==> src/rtl/dff_pipe_bank.sv <==
// dff_pipe_bank
//   WIDTH-bit, DEPTH-stage D-register delay line with per-stage valid
//   tracking, clock enable, flush, a selectable tap and an occupancy count.
//   Stage 0 is the input side; q is the data of stage DEPTH-1.
//
// Ports
//   clk        rising-edge clock for all state
//   rst        synchronous active-high reset (highest priority)
//   en         advance enable; the line shifts only when 1
//   flush      clears valids (en=0) or keeps only the incoming valid (en=1)
//   d          input data
//   d_valid    qualifies d
//   tap_sel    stage index driving tap_q
//   q          data of the last stage
//   q_n        registered bitwise complement of q
//   q_valid    valid bit of the last stage
//   tap_q      data of stage tap_sel, 0 when tap_sel is out of range
//   occupancy  number of stages holding a valid sample
module dff_pipe_bank #(
    parameter int              WIDTH   = 8,
    parameter int              DEPTH   = 4,
    parameter logic [WIDTH-1:0] RST_VAL = '0,
    localparam int             TAP_W   = (DEPTH > 1) ? $clog2(DEPTH) : 1,
    localparam int             OCC_W   = $clog2(DEPTH + 1)
) (
    input  logic             clk,
    input  logic             rst,
    input  logic             en,
    input  logic             flush,
    input  logic [WIDTH-1:0] d,
    input  logic             d_valid,
    input  logic [TAP_W-1:0] tap_sel,
    output logic [WIDTH-1:0] q,
    output logic [WIDTH-1:0] q_n,
    output logic             q_valid,
    output logic [WIDTH-1:0] tap_q,
    output logic [OCC_W-1:0] occupancy
);

    logic [WIDTH-1:0] data     [DEPTH];
    logic [WIDTH-1:0] data_nxt [DEPTH];
    logic [DEPTH-1:0] vld;
    logic [DEPTH-1:0] vld_nxt;
    logic [OCC_W-1:0] occ_nxt;
    logic [WIDTH-1:0] q_n_r;
    logic [OCC_W-1:0] occ_r;

    // Next-state of the line. Data moves whenever en is high, valid or not,
    // so bubbles keep carrying whatever data was in their slot.
    always_comb begin
        data_nxt = data;
        vld_nxt  = vld;
        if (en) begin
            data_nxt[0] = d;
            vld_nxt[0]  = d_valid;
            for (int i = 1; i < DEPTH; i++) begin
                data_nxt[i] = data[i-1];
                // A flush during a shift keeps only the sample entering now.
                vld_nxt[i]  = flush ? 1'b0 : vld[i-1];
            end
        end else if (flush) begin
            vld_nxt = '0;
        end
    end

    // Occupancy is counted from the next-state valids so the registered
    // count lines up with the valid bits it describes.
    always_comb begin
        occ_nxt = '0;
        for (int i = 0; i < DEPTH; i++) begin
            occ_nxt = occ_nxt + OCC_W'(vld_nxt[i]);
        end
    end

    always_ff @(posedge clk) begin
        if (rst) begin
            for (int i = 0; i < DEPTH; i++) begin
                data[i] <= RST_VAL;
            end
            vld   <= '0;
            q_n_r <= ~RST_VAL;
            occ_r <= '0;
        end else begin
            data  <= data_nxt;
            vld   <= vld_nxt;
            // Complement is its own flop fed from the next-state of the last
            // stage, so it switches on the same edge as q with no path from d.
            q_n_r <= ~data_nxt[DEPTH-1];
            occ_r <= occ_nxt;
        end
    end

    // Compare against each legal index rather than indexing directly, so an
    // out-of-range select (non power-of-two DEPTH) falls through to zero.
    always_comb begin
        tap_q = '0;
        for (int i = 0; i < DEPTH; i++) begin
            if (tap_sel == TAP_W'(i)) begin
                tap_q = data[i];
            end
        end
    end

    assign q         = data[DEPTH-1];
    assign q_n       = q_n_r;
    assign q_valid   = vld[DEPTH-1];
    assign occupancy = occ_r;

endmodule

==> config.mk <==
export PLATFORM = sky130hd
export DESIGN_NAME = dff_pipe_bank
export DESIGN_NICKNAME = d
export VERILOG_FILES = /design/src/rtl/dff_pipe_bank.sv
export SDC_FILE = /design/constraint.sdc
export NUM_CORES = 1
export LEC_CHECK = 0
export CAP_MARGIN = 15
export CELL_PAD_IN_SITES_DETAIL_PLACEMENT = 1
export CELL_PAD_IN_SITES_GLOBAL_PLACEMENT = 1
export CORE_AREA = 2 2 77 79
export CTS_BUF_LIST = sky130_fd_sc_hd__clkbuf_16
export CTS_CLUSTER_DIAMETER = 50
export CTS_CLUSTER_SIZE = 16
export DETAILED_ROUTE_END_ITERATION = 12
export DIE_AREA = 0 0 79 81
export PLACE_DENSITY_LB_ADDON = 0.25
export SYNTH_ARGS = -nofsm -noshare
export SYNTH_HDL_FRONTEND = slang
export SYNTH_SLANG_ARGS = --single-unit
==> constraint.sdc <==
create_clock -name clk -period 2 [get_ports clk]
set_input_delay 0.4 -clock clk [delete_from_list [all_inputs] [get_ports clk]]
set_output_delay 0.4 -clock clk [all_outputs]
set_load 0.01 [all_outputs]
==> run_results.csv, run 1 <==
group,metric,value,unit
run_status,status,"finished, final reports clean",
cells_and_area,area_growth,38.05,%
cells_and_area,drive_gt1_share,19.81,%
cells_and_area,num-nets-final,229,
drt,vias_per_cell,4.578,
synthesis,synth.net_count,183,
cells_and_area,antennaDiodeCount,0,
synthesis,synthesis.area,0.001891,mm²
power_and_ir_drop,pwr-share-clk,47.2,%
worst_setup_path,cp_max_fo,6,
placed_design,placed_cells_incl_taps,278,
worst_hold_path,min_path_type,"flip-flop to flip-flop",
cells_and_area,fin_cells,287,
placed_design,dpl.hpwl,2958,µm
drt,drc,0,
power_and_ir_drop,internal_power,1.774,mW
sta,worst_pin_slew,0.4220,ns
sta,min_period_over_period,96.92,%
floorplanning,die_width,79,µm
worst_hold_path,hold_end,"data[15]",
sta,fin_worst_skew,0.002253,ns
worst_setup_path,r2r_slack,0.11,ns
grt,grt_pass1_wl,6520,µm
grt,overflow,0,
drt,dr.pass1.iters,4,
cts,cts_tree,"yes",
sta,period_minus_slack,1.938,ns
power_and_ir_drop,power_frac_seq,44.4,%
cts,cts.sinks,47,
worst_setup_path,crit_required,1.60,ns
power_and_ir_drop,p_sw_share,19.23,%
sta,slew_headroom,71.87,%
grt,grt_antenna_before_repair,0,
worst_hold_path,min_from,"data[15]",
worst_setup_path,r2r.worst_path.cells,6,
sta,hold_violations,0,
grt,grt_start_max_net_pins,48,
floorplanning,boundaryPins,43,
floorplanning,core,0.005675,mm²
drt,ant_nets,0,
placed_design,gp_congestion,0.7364,
synthesis,syn_area_per_cell,11.46,µm²
floorplanning,fp-row-count,28,
placed_design,portBuffers,42,
cts,clkTransAtPathRegs,0.06,ns
floorplanning,start_util,33.31,%
sta,finalSetupViolCount,0,
worst_setup_path,crit_type,"input pin to output port",
worst_setup_path,reg2reg_to,"occupancy[1]",
worst_setup_path,r2r-start,"vld[0]",
power_and_ir_drop,p_sw,0.4224,mW
worst_setup_path,cp-start-kind,"input pin",
grt,grt_pass1_vias,1355,
cts,cts_root_buffer,"clkbuf_16",
synthesis,synthCells,165,
worst_setup_path,crit_arrival,1.54,ns
sta,slew_violations,0,
cts,cts_hold_buffers,0,
power_and_ir_drop,combPwrFrac,8.4,%
synthesis,synth_seq_cells,47,
synthesis,ys_seq_area_share,49.77,%
cells_and_area,fillers,624,
sta,whs,0.5206,ns
worst_hold_path,hold_depth,2,
drt,wl_per_cell,14.11,µm
drt,initialDrtViolationCount,48,
power_and_ir_drop,p_leak,1.114,nW
grt,grt_usage,13.34,%
cts,cts-buffers-inserted,5,
cts,worstSkewPairLatency,0.27,ns
power_and_ir_drop,peakVddDrop,0.0003733,V
synthesis,ys_types,18,
floorplanning,die_h,81,µm
drt,num_vias,1314,
sta,fmaxAchievable,515.9,MHz
sta,rsz0062_at_grt,"false",
worst_setup_path,cp-end-kind,"output port",
synthesis,synth_warnings,0,
floorplanning,dieArea,0.006399,mm²
drt,drt-total-wl,4049,µm
cts,ctsHtreeMaxLevel,2,
power_and_ir_drop,p_per_area,841.6,mW/mm²
cts,cts.path.max_buffers,2,
run,cap_violations,0,
## cells in the mapped netlist
cell type,n,area (µm²)
nand2_1,2,7.510
dfxtp_1,47,940.9
ha_1,2,25.02
nor2b_1,3,18.77
or2_2,6,37.54
a21oi_2,1,8.760
nor3_1,3,15.01
or3b_4,1,11.26
buf_8,1,15.01
nor2_1,35,131.4
or2_1,2,12.51
fa_1,1,20.02
mux2i_1,35,350.3
clkbuf_1,4,15.01
mux4_2,8,180.2
buf_6,1,11.26
buf_4,10,75.07
buf_2,3,15.01
## routing by layer
metal  GRT usage [%]  share of wire [%]  vias to the layer above
met4           4.655               0.67                        0
met2           24.24                 53                       24
met3           2.889                3.5                        2
met5               0                  0                        -
met1           15.54                 43                      646
li1                -                  -                      642
## logic make-up after synthesis
| logic type | Yosys count | share of synthesized area [%] |
|---|---|---|
| AOI/OAI and AO/OA | 1 | 0.4634 |
| adders and majority gates | 3 | 2.382 |
| buffers and inverters | 19 | 6.948 |
| DFF | 47 | 49.77 |
| muxes | 43 | 28.06 |
| and+or+nand+nor | 52 | 12.38 |
## worst max-delay path, stage by stage
cell and delay [ns]:
clkdlybuf4s15_1 0.22, buf_12 0.14, mux4_2 0.48, dlygate4sd2_1 0.29
## metrics by stage
step | TNS, ns | total power [mW] | instance area (µm²) | setup slack [ns] | util, %
final | 0 | 2.197 | 2610 | 0.06153 | 45.99
after floorplan | -0.06420 | 1.100 | 1899 | -0.06420 | -
after global routing | 0 | 2.292 | 2610 | 0.01106 | 45.99
after detailed placement | -4.474 | 1.186 | 2411 | -0.4750 | 42.48
after global placement | -4.142 | 1.176 | 2411 | -0.4388 | 42.48
after CTS | 0 | 2.235 | 2606 | 0.003630 | 45.92
## state kept, by name, summed over array words and instances, names as in the netlist
name and cells:
data 24, q 8, vld 4, occupancy 3, q_n 8
## power groups by stage
stage | logic [mW] | registers (mW) | clock network, mW
3_3_place_gp | 0.182 | 0.994 | 0
3_5_place_dp | 0.190 | 0.996 | 0
6_report | 0.184 | 0.975 | 1.04
2_1_floorplan | 0.108 | 0.992 | 0
5_1_grt | 0.200 | 0.977 | 1.12
4_1_cts | 0.187 | 0.975 | 1.07
## placed cells by master, fill, tap and decap left out, drive strengths merged
cell | synthesis | routed
a21oi | 1 | 1
nor2b | 3 | 3
or2 | 8 | 8
ha | 2 | 2
mux2i | 35 | 35
inv | 0 | 1
or3b | 1 | 1
dfxtp | 47 | 47
clkbuf | 4 | 5
fa | 1 | 1
clkdlybuf4s15 | 0 | 7
buf | 15 | 17
dlygate4sd2 | 0 | 4
clkdlybuf4s50 | 0 | 30
nor3 | 3 | 3
bufinv | 0 | 2
nand2 | 2 | 2
nor2 | 35 | 35
mux4 | 8 | 8
## final cells by class
class | count | area, µm² | area share, %
flip-flops and latches | 47 | 940.9 | 36.05
multi-input cells | 99 | 823.3 | 31.54
repair buffers | 58 | 563.0 | 21.57
clock buffers | 5 | 125.1 | 4.794
well taps | 75 | 93.84 | 3.595
clock inverters | 3 | 63.81 | 2.445
## worst max path at each step
stage / from / end / cells past startpoint / slack [ns]
after floorplan: en / occupancy[1] / 8 / -0.06
after global placement: tap_sel[0] / tap_q[4] / 4 / -0.44
after detailed placement: tap_sel[0] / tap_q[5] / 4 / -0.47
after CTS: tap_sel[0] / tap_q[7] / 4 / 0.004
after global routing: tap_sel[0] / tap_q[6] / 4 / 0.01
final: tap_sel[0] / tap_q[6] / 4 / 0.06
## repair_timing
action | in CTS | in global routing
buffers inserted | 1 | 0
setup endpoints to repair | 10 | 3
endpoints found under the hold margin | 0 | 0
gates resized for setup | 17 | 3
pin swaps | 1 | 0
No activity file was read; power rests on OpenSTA's default activity.
==> run 2, diff against run 1 <==
Settings changed: SETUP_SLACK_MARGIN from default to 0.2.
==> run_results.csv, run 2 (synthesis gave the netlist of run 1 again) <==
group,metric,value,unit
worst_setup_path,crit_arrival,2.01,ns
sta,finalSetupViolCount,0,
cells_and_area,final_common_cell,"dfxtp_1",
worst_setup_path,crit_type,"flip-flop to flip-flop",
cts,cts_hold_buffers,0,
cells_and_area,fin_cells,285,
grt,grt_start_max_net_pins,48,
grt,overflow,0,
sta,hold_violations,0,
floorplanning,die_width,79,µm
placed_design,dpl-instance-area,0.002381,mm²
sta,rsz0062_at_grt,"true",
cts,clkTransAtPathRegs,0.06,ns
cells_and_area,post-route-util,45.86,%
worst_setup_path,crit_required,2.17,ns
grt,grt_pass1_vias,1369,
placed_design,placed_cells_incl_taps,274,
sta,period_minus_slack,1.836,ns
cells_and_area,drive_gt1_share,26.19,%
worst_setup_path,cp-end-kind,"flip-flop",
sta,fmaxAchievable,544.6,MHz
grt,grt_pass1_wl,6672,µm
cts,cts.sinks,47,
sta,fin_worst_skew,0.002602,ns
floorplanning,die_h,81,µm
sta,worst_pin_slew,0.3985,ns
drt,drt-total-wl,3929,µm
floorplanning,fp-row-count,28,
sta,whs,0.5266,ns
cells_and_area,area_growth,37.66,%
run_status,status,"finished, final reports clean",
worst_setup_path,cp_max_fo,2,
cts,cts_root_buffer,"clkbuf_16",
cells_and_area,largest_reg_flops,24,
cells_and_area,final_area,0.002603,mm²
drt,dr.pass1.iters,4,
power_and_ir_drop,p_per_area,850.4,mW/mm²
cts,worstSkewPairLatency,0.28,ns
power_and_ir_drop,p_leak,1.093,nW
sta,slew_headroom,73.43,%
worst_hold_path,min_path_type,"flip-flop to flip-flop",
power_and_ir_drop,peakVddDrop,0.0003873,V
sta,slew_violations,0,
run,cap_violations,0,
cells_and_area,largest-register,"data",
power_and_ir_drop,p_total,2.213,mW
cts,cts.path.max_buffers,2,
drt,ant_nets,0,
floorplanning,boundaryPins,43,
drt,num_vias,1313,
cells_and_area,fillers,620,
floorplanning,dieArea,0.006399,mm²
cts,ctsHtreeMaxLevel,2,
placed_design,pre_cts_ws,-0.4496,ns
cts,cts_tree,"yes",
floorplanning,core,0.005675,mm²
worst_setup_path,cp-start-kind,"flip-flop",
cells_and_area,antennaDiodeCount,0,
sta,min_period_over_period,91.81,%
sta,fin_ws,0.1638,ns
drt,initialDrtViolationCount,44,
drt,wl_per_cell,13.79,µm
cts,cts-buffers-inserted,5,
placed_design,portBuffers,42,
cells_and_area,num-nets-final,227,
drt,vias_per_cell,4.607,
placed_design,gp_congestion,0.6581,
floorplanning,start_util,33.31,%
placed_design,dpl.hpwl,2764,µm
cells_and_area,layout_common_cells,"46 x dfxtp_1, 35 x nor2_1, 34 x mux2i_1",
sta,tns,0,ns
drt,drc,0,
grt,grt_usage,13.50,%
grt,grt_antenna_before_repair,0,
run 2: cell types whose count changed in the layout (fill, tap and decap cells not counted), moves of 3 or more:
cell | before | now
buf_2 | 1 | 7
clkdlybuf4s15_1 | 7 | 1
buf_6 | 2 | 6
dlygate4sd2_1 | 4 | 0
buf_4 | 12 | 9
run 2: cell type report:
class | instances | area, µm² | share of cell area (%)
Tap cell | 75 | 93.84 | 3.606
Sequential cell | 47 | 942.2 | 36.20
Clock buffer | 5 | 125.1 | 4.808
Clock inverter | 3 | 67.56 | 2.596
Multi-Input combinational cell | 99 | 842.1 | 32.36
Timing Repair Buffer | 56 | 531.8 | 20.43
run 2: worst paths after layout:
check | startpoint | endpoint | slack (ns) | cells after the start
hold reg to reg | data[26] | data[26] | 0.53 | 2
setup reg to reg | vld[0] | occupancy[1] | 0.16 | 6
hold / removal | data[26] | data[26] | 0.53 | 2
setup / recovery | vld[0] | occupancy[1] | 0.16 | 6
run 2: where the power goes:
group	internal [mW]	leakage, nW	switching [mW]
Combinational	0.104	0.621	0.0795
Sequential	0.959	0.382	0.0164
Clock	0.715	0.0900	0.339
Total	1.78	1.09	0.435
run 2: repair_timing:
| item | CTS | global route |
|---|---|---|
| gates resized for setup | 44 | 7 |
| cloned | 0 | 0 |
| setup endpoints to repair | 11 | 6 |
| pin swaps | 4 | 3 |
| buffers inserted | 1 | 2 |
run 2: routing by layer:
layer  share of wire [%]  track usage, %  up-vias  routed length [µm]
met3                 3.6           3.000        5                 140
met1                  42           15.39      649                1667
met5                   0               0        -                   0
met2                  53           24.66       25                2077
met4                 1.1           5.172        0                  44
li1                    -               -      634                   -
run 2: worst max-delay path, stage by stage (launching register included):
cell and delay (ns):
dfxtp_2 0.35, or3b_4 0.39, nand2_2 0.08, fa_1 0.39
ha_2 0.20, ha_4 0.20, nor2b_1 0.12
